==> config.mk <==
export PLATFORM = sky130hd
export DESIGN_NAME = ctrl_fetch_decode
export DESIGN_NICKNAME = d
export VERILOG_FILES = /design/src/rtl/ctrl_fetch_decode.sv
export SDC_FILE = /design/constraint.sdc
export NUM_CORES = 1
export LEC_CHECK = 0
export BUFFER_PORTS_ARGS = -buffer_cell sky130_fd_sc_hd__buf_4
export CORE_ASPECT_RATIO = 1.75
export CORE_UTILIZATION = 40
export CTS_CLUSTER_DIAMETER = 40
export DETAILED_ROUTE_END_ITERATION = 8
export PLACE_DENSITY_LB_ADDON = 0.25
export SLEW_MARGIN = 10
export SYNTH_ARGS = -nofsm -noshare
export SYNTH_HDL_FRONTEND = slang
export SYNTH_SLANG_ARGS = --single-unit
==> constraint.sdc <==
create_clock -name clk_pi -period 3.6 [get_ports clk_pi]
set_input_delay 0.36 -clock clk_pi [delete_from_list [all_inputs] [get_ports clk_pi]]
set_output_delay 0.36 -clock clk_pi [all_outputs]
set_load 0.05 [all_outputs]
==> src/rtl/ctrl_fetch_decode.sv <==
// ctrl_fetch_decode: instruction fetch/decode controller in front of the register file.
// Fetches 16-bit words over an imem req/ack handshake, decodes them into
// register-file controls, issues a one-cycle rf clock enable per executed
// instruction and runs a dmem handshake for LOAD/STORE.
// Optional build macro: CTRL_SINGLE_STEP_EN adds step_pi and a STEP_WAIT
// state that gates each fetch after the first one behind a step pulse.
module ctrl_fetch_decode #(
   parameter int PC_WIDTH = 8,
   parameter int RESET_PC = 0
) (
   input  logic                clk_pi,
   input  logic                reset_n_pi,
`ifdef CTRL_SINGLE_STEP_EN
   input  logic                step_pi,
`endif
   output logic                imem_req_po,
   output logic [PC_WIDTH-1:0] imem_addr_po,
   input  logic                imem_ack_pi,
   input  logic [15:0]         imem_data_pi,
   output logic                dmem_req_po,
   output logic                dmem_we_po,
   input  logic                dmem_ack_pi,
   output logic [2:0]          source_reg1_po,
   output logic [2:0]          source_reg2_po,
   output logic [2:0]          destination_reg_po,
   output logic                wr_destination_reg_po,
   output logic                movi_lower_po,
   output logic                movi_higher_po,
   output logic [7:0]          immediate_po,
   output logic [3:0]          alu_func_po,
   output logic                wb_sel_mem_po,
   output logic                rf_clk_en_po,
   output logic [PC_WIDTH-1:0] pc_po,
   output logic                halted_po
);

   localparam logic [PC_WIDTH-1:0] RESET_PC_V = PC_WIDTH'(RESET_PC);

   localparam logic [2:0] ST_FETCH  = 3'd0;
   localparam logic [2:0] ST_DECODE = 3'd1;
   localparam logic [2:0] ST_MEM    = 3'd2;
   localparam logic [2:0] ST_EXEC   = 3'd3;
   localparam logic [2:0] ST_HALT   = 3'd4;
`ifdef CTRL_SINGLE_STEP_EN
   localparam logic [2:0] ST_STEP_WAIT = 3'd5;
   // Where a retiring instruction goes once PC has been advanced.
   localparam logic [2:0] ST_RETIRE    = ST_STEP_WAIT;
`else
   localparam logic [2:0] ST_RETIRE    = ST_FETCH;
`endif

   localparam logic [3:0] OP_NOP   = 4'h0;
   localparam logic [3:0] OP_ALU_L = 4'h1;
   localparam logic [3:0] OP_ALU_H = 4'hA;
   localparam logic [3:0] OP_MOVIL = 4'hB;
   localparam logic [3:0] OP_MOVIH = 4'hC;
   localparam logic [3:0] OP_LOAD  = 4'hD;
   localparam logic [3:0] OP_STORE = 4'hE;
   localparam logic [3:0] OP_HALT  = 4'hF;

   logic [2:0]          state_reg, state_next;
   logic [PC_WIDTH-1:0] pc_reg, pc_next;
   logic [15:0]         ir_reg;
   logic [2:0]          src1_reg, src2_reg, dest_reg;
   logic [7:0]          imm_reg;
   logic [3:0]          func_reg;
   logic                in_exec;

   // Next-state and PC-advance logic of the fetch/decode/execute sequencer.
   always_comb begin
      state_next = state_reg;
      pc_next    = pc_reg;
      case (state_reg)
         ST_FETCH: begin
            if (imem_ack_pi) state_next = ST_DECODE;
         end
         ST_DECODE: begin
            case (ir_reg[15:12])
               OP_LOAD, OP_STORE: state_next = ST_MEM;
               OP_HALT:           state_next = ST_HALT;
               default:           state_next = ST_EXEC;
            endcase
         end
         ST_MEM: begin
            if (dmem_ack_pi) begin
               if (func_reg == OP_STORE) begin
                  // STORE retires straight from MEM without touching the rf.
                  pc_next    = pc_reg + 1'b1;
                  state_next = ST_RETIRE;
               end else begin
                  state_next = ST_EXEC;
               end
            end
         end
         ST_EXEC: begin
            pc_next    = pc_reg + 1'b1;
            state_next = ST_RETIRE;
         end
         ST_HALT: begin
            state_next = ST_HALT;
         end
`ifdef CTRL_SINGLE_STEP_EN
         ST_STEP_WAIT: begin
            if (step_pi) state_next = ST_FETCH;
         end
`endif
         default: state_next = ST_FETCH;
      endcase
   end

   // State and PC registers.
   always_ff @(posedge clk_pi or negedge reset_n_pi) begin
      if (!reset_n_pi) begin
         state_reg <= ST_FETCH;
         pc_reg    <= RESET_PC_V;
      end else begin
         state_reg <= state_next;
         pc_reg    <= pc_next;
      end
   end

   // Instruction register captures the fetched word on the acknowledged edge.
   always_ff @(posedge clk_pi or negedge reset_n_pi) begin
      if (!reset_n_pi) begin
         ir_reg <= '0;
      end else if (state_reg == ST_FETCH && imem_ack_pi) begin
         ir_reg <= imem_data_pi;
      end
   end

   // Decoded fields are latched in DECODE and hold until the next DECODE.
   always_ff @(posedge clk_pi or negedge reset_n_pi) begin
      if (!reset_n_pi) begin
         src1_reg <= '0;
         src2_reg <= '0;
         dest_reg <= '0;
         imm_reg  <= '0;
         func_reg <= '0;
      end else if (state_reg == ST_DECODE) begin
         src1_reg <= ir_reg[8:6];
         src2_reg <= ir_reg[5:3];
         dest_reg <= ir_reg[11:9];
         imm_reg  <= ir_reg[7:0];
         func_reg <= ir_reg[15:12];
      end
   end

   // Requests are gated by reset so they fall the instant reset asserts;
   // the state register is already async-cleared, this also covers FETCH.
   assign imem_req_po  = reset_n_pi && (state_reg == ST_FETCH);
   assign imem_addr_po = reset_n_pi ? pc_reg : '0;
   assign dmem_req_po  = (state_reg == ST_MEM);
   assign dmem_we_po   = (state_reg == ST_MEM) && (func_reg == OP_STORE);

   // Strobes only ever fire in EXEC; NOP leaves the rf clock off so flags hold.
   assign in_exec               = (state_reg == ST_EXEC);
   assign rf_clk_en_po          = in_exec && (func_reg != OP_NOP) && (func_reg <= OP_LOAD);
   assign wr_destination_reg_po = in_exec && (((func_reg >= OP_ALU_L) && (func_reg <= OP_ALU_H))
                                              || (func_reg == OP_LOAD));
   assign wb_sel_mem_po         = in_exec && (func_reg == OP_LOAD);
   assign movi_lower_po         = in_exec && (func_reg == OP_MOVIL);
   assign movi_higher_po        = in_exec && (func_reg == OP_MOVIH);

   assign source_reg1_po     = src1_reg;
   assign source_reg2_po     = src2_reg;
   assign destination_reg_po = dest_reg;
   assign immediate_po       = imm_reg;
   assign alu_func_po        = func_reg;
   assign pc_po              = pc_reg;
   assign halted_po          = (state_reg == ST_HALT);

endmodule
==> key figures, run 1 <==
Floorplan
  – Die height: 96.0 um
  – Num ports: 66
  – Die width: 55.7 um
  – Core area: 0.00475 mm2
  – Die area: 0.00535 mm2
  – Rows: 33
  – Initial Util: 42.5%

STA
  – Period utilization: 60.4%
  – Setup TNS: 0 ns
  – Pin slew with the least headroom to its limit: 0.903 ns
  – Crit path time final: 2.18 ns
  – FMAX: 460 MHz
  – Max-Slew Margin vs Limit: 39.8%
  – Setup violators final: 0
  – RSZ-0062 raised after global routing: false
  – Clk_skew: 0.00329 ns
  – Final Hold Fails: 0
  – Final Slew Violations: 0

Cells and area
  – Fill cells: 387
  – Register area: 0.00108 mm2
  – Multi-input gate area: 847 um2
  – Final net count: 229
  – Area growth syn-to-layout: 28.6%
  – Share of layout cells above drive strength 1: 53.6%
  – Number of flip-flops in the largest register: 16
  – Antenna diodes: 0

Synthesis
  – Synth Cell Area: 0.00202 mm2
  – YS warnings: 0
  – Post-synth EDFFs: 0
  – Post-synth ARST share: 100%
  – Sequential area share after synthesis: 53.3%
  – Syn Inst Count: 147
  – Post-Syn Area per Cell: 13.7 um2
  – Net count after synthesis: 168
  – Top FF cell, synth: dfrtp_1
  – Synth Register Bits: 43
  – Count of different cell masters after synthesis: 34

Clocking
  – Num CTS Buffers: 5
  – Root buffer cell: clkbuf_8
  – CTS-repair resized insts: 0
  – Clock Path Buffers: 2
  – Clock latency on the worst-skew pair: 0.29 ns
  – Worst-path clk slew: 0.08 ns
  – Sink Count: 43
  – H-tree levels: 2
  – Hold Buf Count CTS: 0
  – Postcts setup bufs: 0
  – TritonCTS clock tree: built

Drt
  – Initial DRC count: 19
  – Post-DR wirelength/cell: 15.5 um
  – Residual DRC: 0
  – Vias per inst: 5.27
  – DR pass1 iterations: 4
  – Final WL: 4040 um
  – Via count: 1,376
  – Post-DRT Antenna Nets: 0

Critical path
  – Startpoint Class: flip-flop
  – CP max FO: 10
  – Crit end category: output pin
  – CP required: 3.24 ns
  – CP Class: flip-flop to output pin
  – Worst EP arrival: 1.82 ns

Global routing
  – Initial antenna violation count: 0
  – Pin count of the biggest net entering global routing: 53
  – Aggregate global routing overflow: 0
  – GRT Util Overall: 16.4%
  – First-pass GRT wire length: 6900 um
  – Vias in the first global route: 1,443

Place
  – Dpl hpwl: 2940 um
  – RD Place Congestion: 0.749
  – Port Buffers: 65

Run
  – MaxCap Viol Count: 0

Worst hold path
  – Hold/Removal Path Class: input pin to asynchronous set/reset pin

Run status
  – Status: complete, no violations
-- stage by stage --
stage	setup slack [ns]	utilization (%)	area (um2)	instances	hold slack [ns]
after floorplan	0.807	-	2020	147	0.0644
after global placement	1.58	52.3	2480	253	0.393
after detailed placement	1.53	52.3	2480	253	0.405
after CTS	1.41	54.7	2600	261	0.0836
after global routing	1.31	54.7	2600	261	0.113
final	1.42	54.7	2600	261	0.0607
-- final timing paths --
kind,cells past startpoint,endpoint,slack [ns],start
min reg2reg,1,pc_po[7]$_DFFE_PN0P_,0.49,pc_po[7]$_DFFE_PN0P_
min in group clk_pi,2,ir_reg[6]$_DFFE_PN0P_,0.30,imem_data_pi[6]
max in group asynchronous,1,state_reg[1]$_DFFE_PN0P_,3.15,reset_n_pi
min,1,pc_po[0]$_DFFE_PN0P_,0.06,reset_n_pi
max,3,wr_destination_reg_po,1.42,state_reg[1]$_DFFE_PN0P_
max reg2reg,3,ir_reg[2]$_DFFE_PN0P_,1.54,state_reg[1]$_DFFE_PN0P_
-- per-layer routing --
metal  global-route usage [%]  up-vias  share of wire (%)
li1                         -      637                  -
met2                     28.9       59                 51
met1                     19.8      674                 41
met4                     5.42        0                1.4
met3                     3.63        6                6.2
met5                        0        -                  0
-- worst max-delay path: stages (launching register included) --
cell and delay (ns):
dfrtp_1 0.62, nand3b_1 0.29, a311oi_1 0.36, buf_4 0.26
-- cell families after synthesis --
group | after synthesis | synth area share, %
xor+xnor | 7 | 3.04
fa+ha+maj | 1 | 0.619
buf+inv | 13 | 4.77
flops | 43 | 53.3
compound gates | 9 | 3.72
mux | 33 | 20.3
simple gates | 41 | 14.3
-- cell usage after synthesis (2+ instances only) --
master / instances / share of area [%]
a21oi_1: 3 / 0.74
a311oi_1: 2 / 0.87
and2_1: 10 / 3.1
and3_1: 3 / 0.93
buf_4: 6 / 2.2
buf_6: 3 / 1.7
dfrtp_1: 43 / 53
inv_1: 2 / 0.37
mux2_2: 23 / 13
mux2_4: 10 / 7.4
nand2_1: 4 / 0.74
nand3b_1: 3 / 1.1
nand4_1: 5 / 1.5
nor2_1: 2 / 0.37
nor3_1: 4 / 0.99
xnor2_1: 6 / 2.6
-- layout make-up --
cell class	instances	share of cell area, %
clock buffers	5	2.65
flip-flops and latches	43	41.4
well taps	52	2.51
inverters	2	0.289
multi-input cells	91	32.6
repair buffers	65	18.8
clock inverters	3	1.69
-- cell usage in the layout, fill, tap and decap left out --
cell type  Yosys  final
a21oi_1        3      3
a311oi_1       2      2
and2_1        10     10
and3_1         3      3
and3b_1        1      1
buf_4          6     65
bufinv_16      0      1
clkbuf_8       0      5
clkinv_2       0      1
clkinv_4       0      1
dfrtp_1       43     43
ha_1           1      1
inv_1          2      2
mux2_2        23     23
mux2_4        10     10
nand2_1        4      4
nand2b_4       1      1
nand3b_1       3      3
nand4_1        5      5
nand4b_1       1      1
nand4b_4       1      1
nor2_1         2      2
nor2b_1        1      1
nor3_1         4      4
nor3_2         1      1
nor3b_1        1      1
nor3b_4        1      1
nor4_1         1      1
o2111ai_1      1      1
o21ai_0        1      1
o21bai_1       1      1
o31ai_4        1      1
or3_2          1      1
xnor2_1        6      6
xor2_1         1      1
Power of run 1 is not shown: default switching activity piles up to over one toggle a cycle in this logic, so the estimate is an artifact.
==> run 2, diff against run 1 <==
- ABC_AREA: default -> 1
- clock period: 3.6 -> 1.9 ns (I/O delays scaled with it)
==> run 2 against run 1 <==
Net effect: sequential share of layout area decreased by 1.8 points; hold slack improved by 0.076 ns; design area is 4.5% higher; core utilization fell by 0.18 points; critical endpoint is now movi_higher_po; synthesized cell count up 82%; non-clock buffer count grew 3; routed wire length grew 3.4%; via count grew 30%; register-to-register slack got worse by 0.97 ns; critical path type unchanged; count of clock-buffer cells in the layout did not move; clock skew is 0.0024 ns higher.
==> key figures, run 2 <==
Run status
  – Status: complete, no violations

Power and ir drop
  – Max VDD drop: 1300 uV
  – PD cells: 2000 mW/mm2
  – P_leak: 0.00151 uW

Clocking
  – Worst-path clk slew: 0.08 ns
  – Num CTS Buffers: 5
  – Clock latency on the worst-skew pair: 0.29 ns
  – Sink Count: 43
  – Root buffer cell: clkbuf_8
  – TritonCTS clock tree: built
  – Clock Path Buffers: 2
  – H-tree levels: 2

Cells and area
  – Commonest cells after routing, fill and taps aside: nand2_1, buf_4, dfrtp_1, inv_1, nor2_1
  – Antenna diodes: 0
  – Fill cells: 499
  – Share of layout cells above drive strength 1: 26.1%
  – Finished Core Util: 54.5%
  – Final net count: 351
  – Commonest non-fill, non-tap cell in the layout: nand2_1
  – Fin cells: 384
  – Area growth syn-to-layout: 31.6%
  – Number of flip-flops in the largest register: 16

Synthesis
  – Net count after synthesis: 288
  – Count of different cell masters after synthesis: 22
  – Synth Register Bits: 43
  – Commonest cells post-synth: nand2_1, dfrtp_1, inv_1, nor2_1, a21oi_1
  – Top cell type by total area after synthesis: dfrtp_1
  – YS warnings: 0
  – Syn Inst Count: 267
  – Post-synth EDFFs: 0
  – Top cell type's share of synthesized area: 52.2%
  – Most frequent cell after synthesis: nand2_1
  – Synth Cell Area: 0.00206 mm2
  – Top FF cell, synth: dfrtp_1
  – Ranking of synthesized cells by area: dfrtp_1, nand2_1, inv_1, nor2_1, a21oi_1
  – Post-synth ARST share: 100%
  – Post-Syn Area per Cell: 7.72 um2
  – Sequential area share after synthesis: 52.2%

STA
  – Setup violators final: 0
  – Setup WS post-layout: 0.193 ns
  – Final Hold Fails: 0
  – Pin slew with the least headroom to its limit: 0.426 ns
  – Final Hold Slack: 0.137 ns
  – Max-Slew Margin vs Limit: 71.5%
  – Final Slew Violations: 0
  – Setup TNS: 0 ns
  – Clk_skew: 0.00569 ns
  – Crit path time final: 1.71 ns
  – FMAX: 586 MHz
  – Period utilization: 89.8%
  – RSZ-0062 raised after global routing: false

Critical path
  – Crit path largest cell delay: 0.37 ns
  – CP max stage cell: dfrtp_1
  – Startpoint Class: flip-flop
  – CP required: 1.71 ns
  – Reg2Reg Depth: 6
  – Worst-path cell chain: inv_2 -> nand2_2 -> nor2_2 -> inv_1 -> nor4_2 -> buf_4
  – Largest delay share family, worst path: buffers and inverters
  – CP max FO: 8
  – Critical Path Stages: 6
  – Buf+Inv Stages, Crit Path: 3
  – Crit end category: output pin
  – Worst EP arrival: 1.52 ns
  – CP Class: flip-flop to output pin

Worst hold path
  – Hold Path Stages: 3
  – Hold/Removal Path Class: input pin to flip-flop

Floorplan
  – Die height: 97.0 um
  – Rows: 34
  – Die width: 56.3 um
  – Core area: 0.00498 mm2
  – Die area: 0.00545 mm2
  – Num ports: 66
  – Initial Util: 41.4%

Drt
  – Post-DRT Antenna Nets: 0
  – Residual DRC: 0
  – Via count: 1,792
  – Initial DRC count: 47
  – DR pass1 iterations: 4
  – Vias per inst: 4.67
  – Final WL: 4180 um
  – Post-DR wirelength/cell: 10.9 um

Place
  – Dpl hpwl: 3150 um
  – RD Place Congestion: 0.741
  – Port Buffers: 65
  – Place WS: 0.416 ns
  – Placed instance count: 376

Global routing
  – Vias in the first global route: 1,712
  – Initial antenna violation count: 0
  – GRT Util Overall: 16.7%
  – First-pass GRT wire length: 7270 um
  – Aggregate global routing overflow: 0
  – Pin count of the biggest net entering global routing: 33

Run
  – MaxCap Viol Count: 0
-- run 2: where the power goes --
group / leakage (uW) / internal [uW] / switching (uW)
Clock: 0.0000502 / 384 / 307
Sequential: 0.000511 / 1330 / 327
Combinational: 0.000944 / 885 / 2180
Total: 0.00151 / 2600 / 2810
-- run 2: per-layer routing --
layer | share of wire [%] | up-vias | wire, um | global-route usage (%)
met5 | 0 | - | 0 | 0
met2 | 53 | 34 | 2230 | 30.3
li1 | - | 936 | - | -
met3 | 3.9 | 6 | 164 | 3.61
met1 | 41 | 816 | 1700 | 18.2
met4 | 1.9 | 0 | 80 | 7.13
-- run 2: cell type report --
cell class	count	area (um2)	share of cell area [%]
Clock buffer	5	68.8	2.54
Clock inverter	2	37.5	1.38
Inverter	43	161	5.95
Multi-Input combinational cell	169	788	29.1
Sequential cell	43	1080	39.7
Tap cell	54	67.6	2.49
Timing Repair Buffer	68	513	18.9
-- run 2: repair_timing --
action                                  in CTS  in global routing
endpoints found under the setup margin       0                  3
hold buffers                                 1                  0
buffers inserted                             0                  0
hold endpoints to repair                    21                  0
gates resized for setup                      0                  2
-- run 2: worst register-to-register path, cell delays in order (launching register included) --
cell and delay (ns):
dfrtp_1 0.37, inv_2 0.12, nand2_1 0.10, nor2_4 0.19, inv_2 0.22, nand2_1 0.13, o21ai_1 0.07
-- run 2: kinds of logic (layout without fill, tap and decap cells) --
group                      count (synthesis)  count (layout)  share of synthesized area [%]
DFF                                       43              43                           52.2
xor gates and xnor gates                   3               3                           1.28
AOI/OAI and AO/OA                         40              40                           9.84
buffers and inverters                     55             118                           11.3
adders and majority gates                  1               1                          0.607
and+or+nand+nor                          125             125                           24.8
-- run 2: path summary, 6_finish.rpt --
path	start	endpoint	slack, ns
worst max-delay path	state_reg[2]$_DFFE_PN0P_	movi_higher_po	0.19
worst min-delay path	imem_data_pi[9]	ir_reg[9]$_DFFE_PN0P_	0.14
worst max register to register	state_reg[2]$_DFFE_PN0P_	source_reg1_po[1]$_DFFE_PN0N_	0.57
worst min register to register	destination_reg_po[1]$_DFFE_PN0N_	destination_reg_po[1]$_DFFE_PN0N_	0.50
max in group asynchronous	reset_n_pi	pc_po[0]$_DFFE_PN0P_	0.95
min in group asynchronous	reset_n_pi	pc_po[7]$_DFFE_PN0P_	0.34
-- run 2: through the flow --
stage | area [um2] | total power (uW)
final | 2710 | 5410
after global routing | 2710 | 5810
after CTS | 2710 | 5470
after detailed placement | 2590 | 4760
after global placement | 2590 | 4700
after floorplan | 2090 | 3980
(Power assumes the default switching activity.)
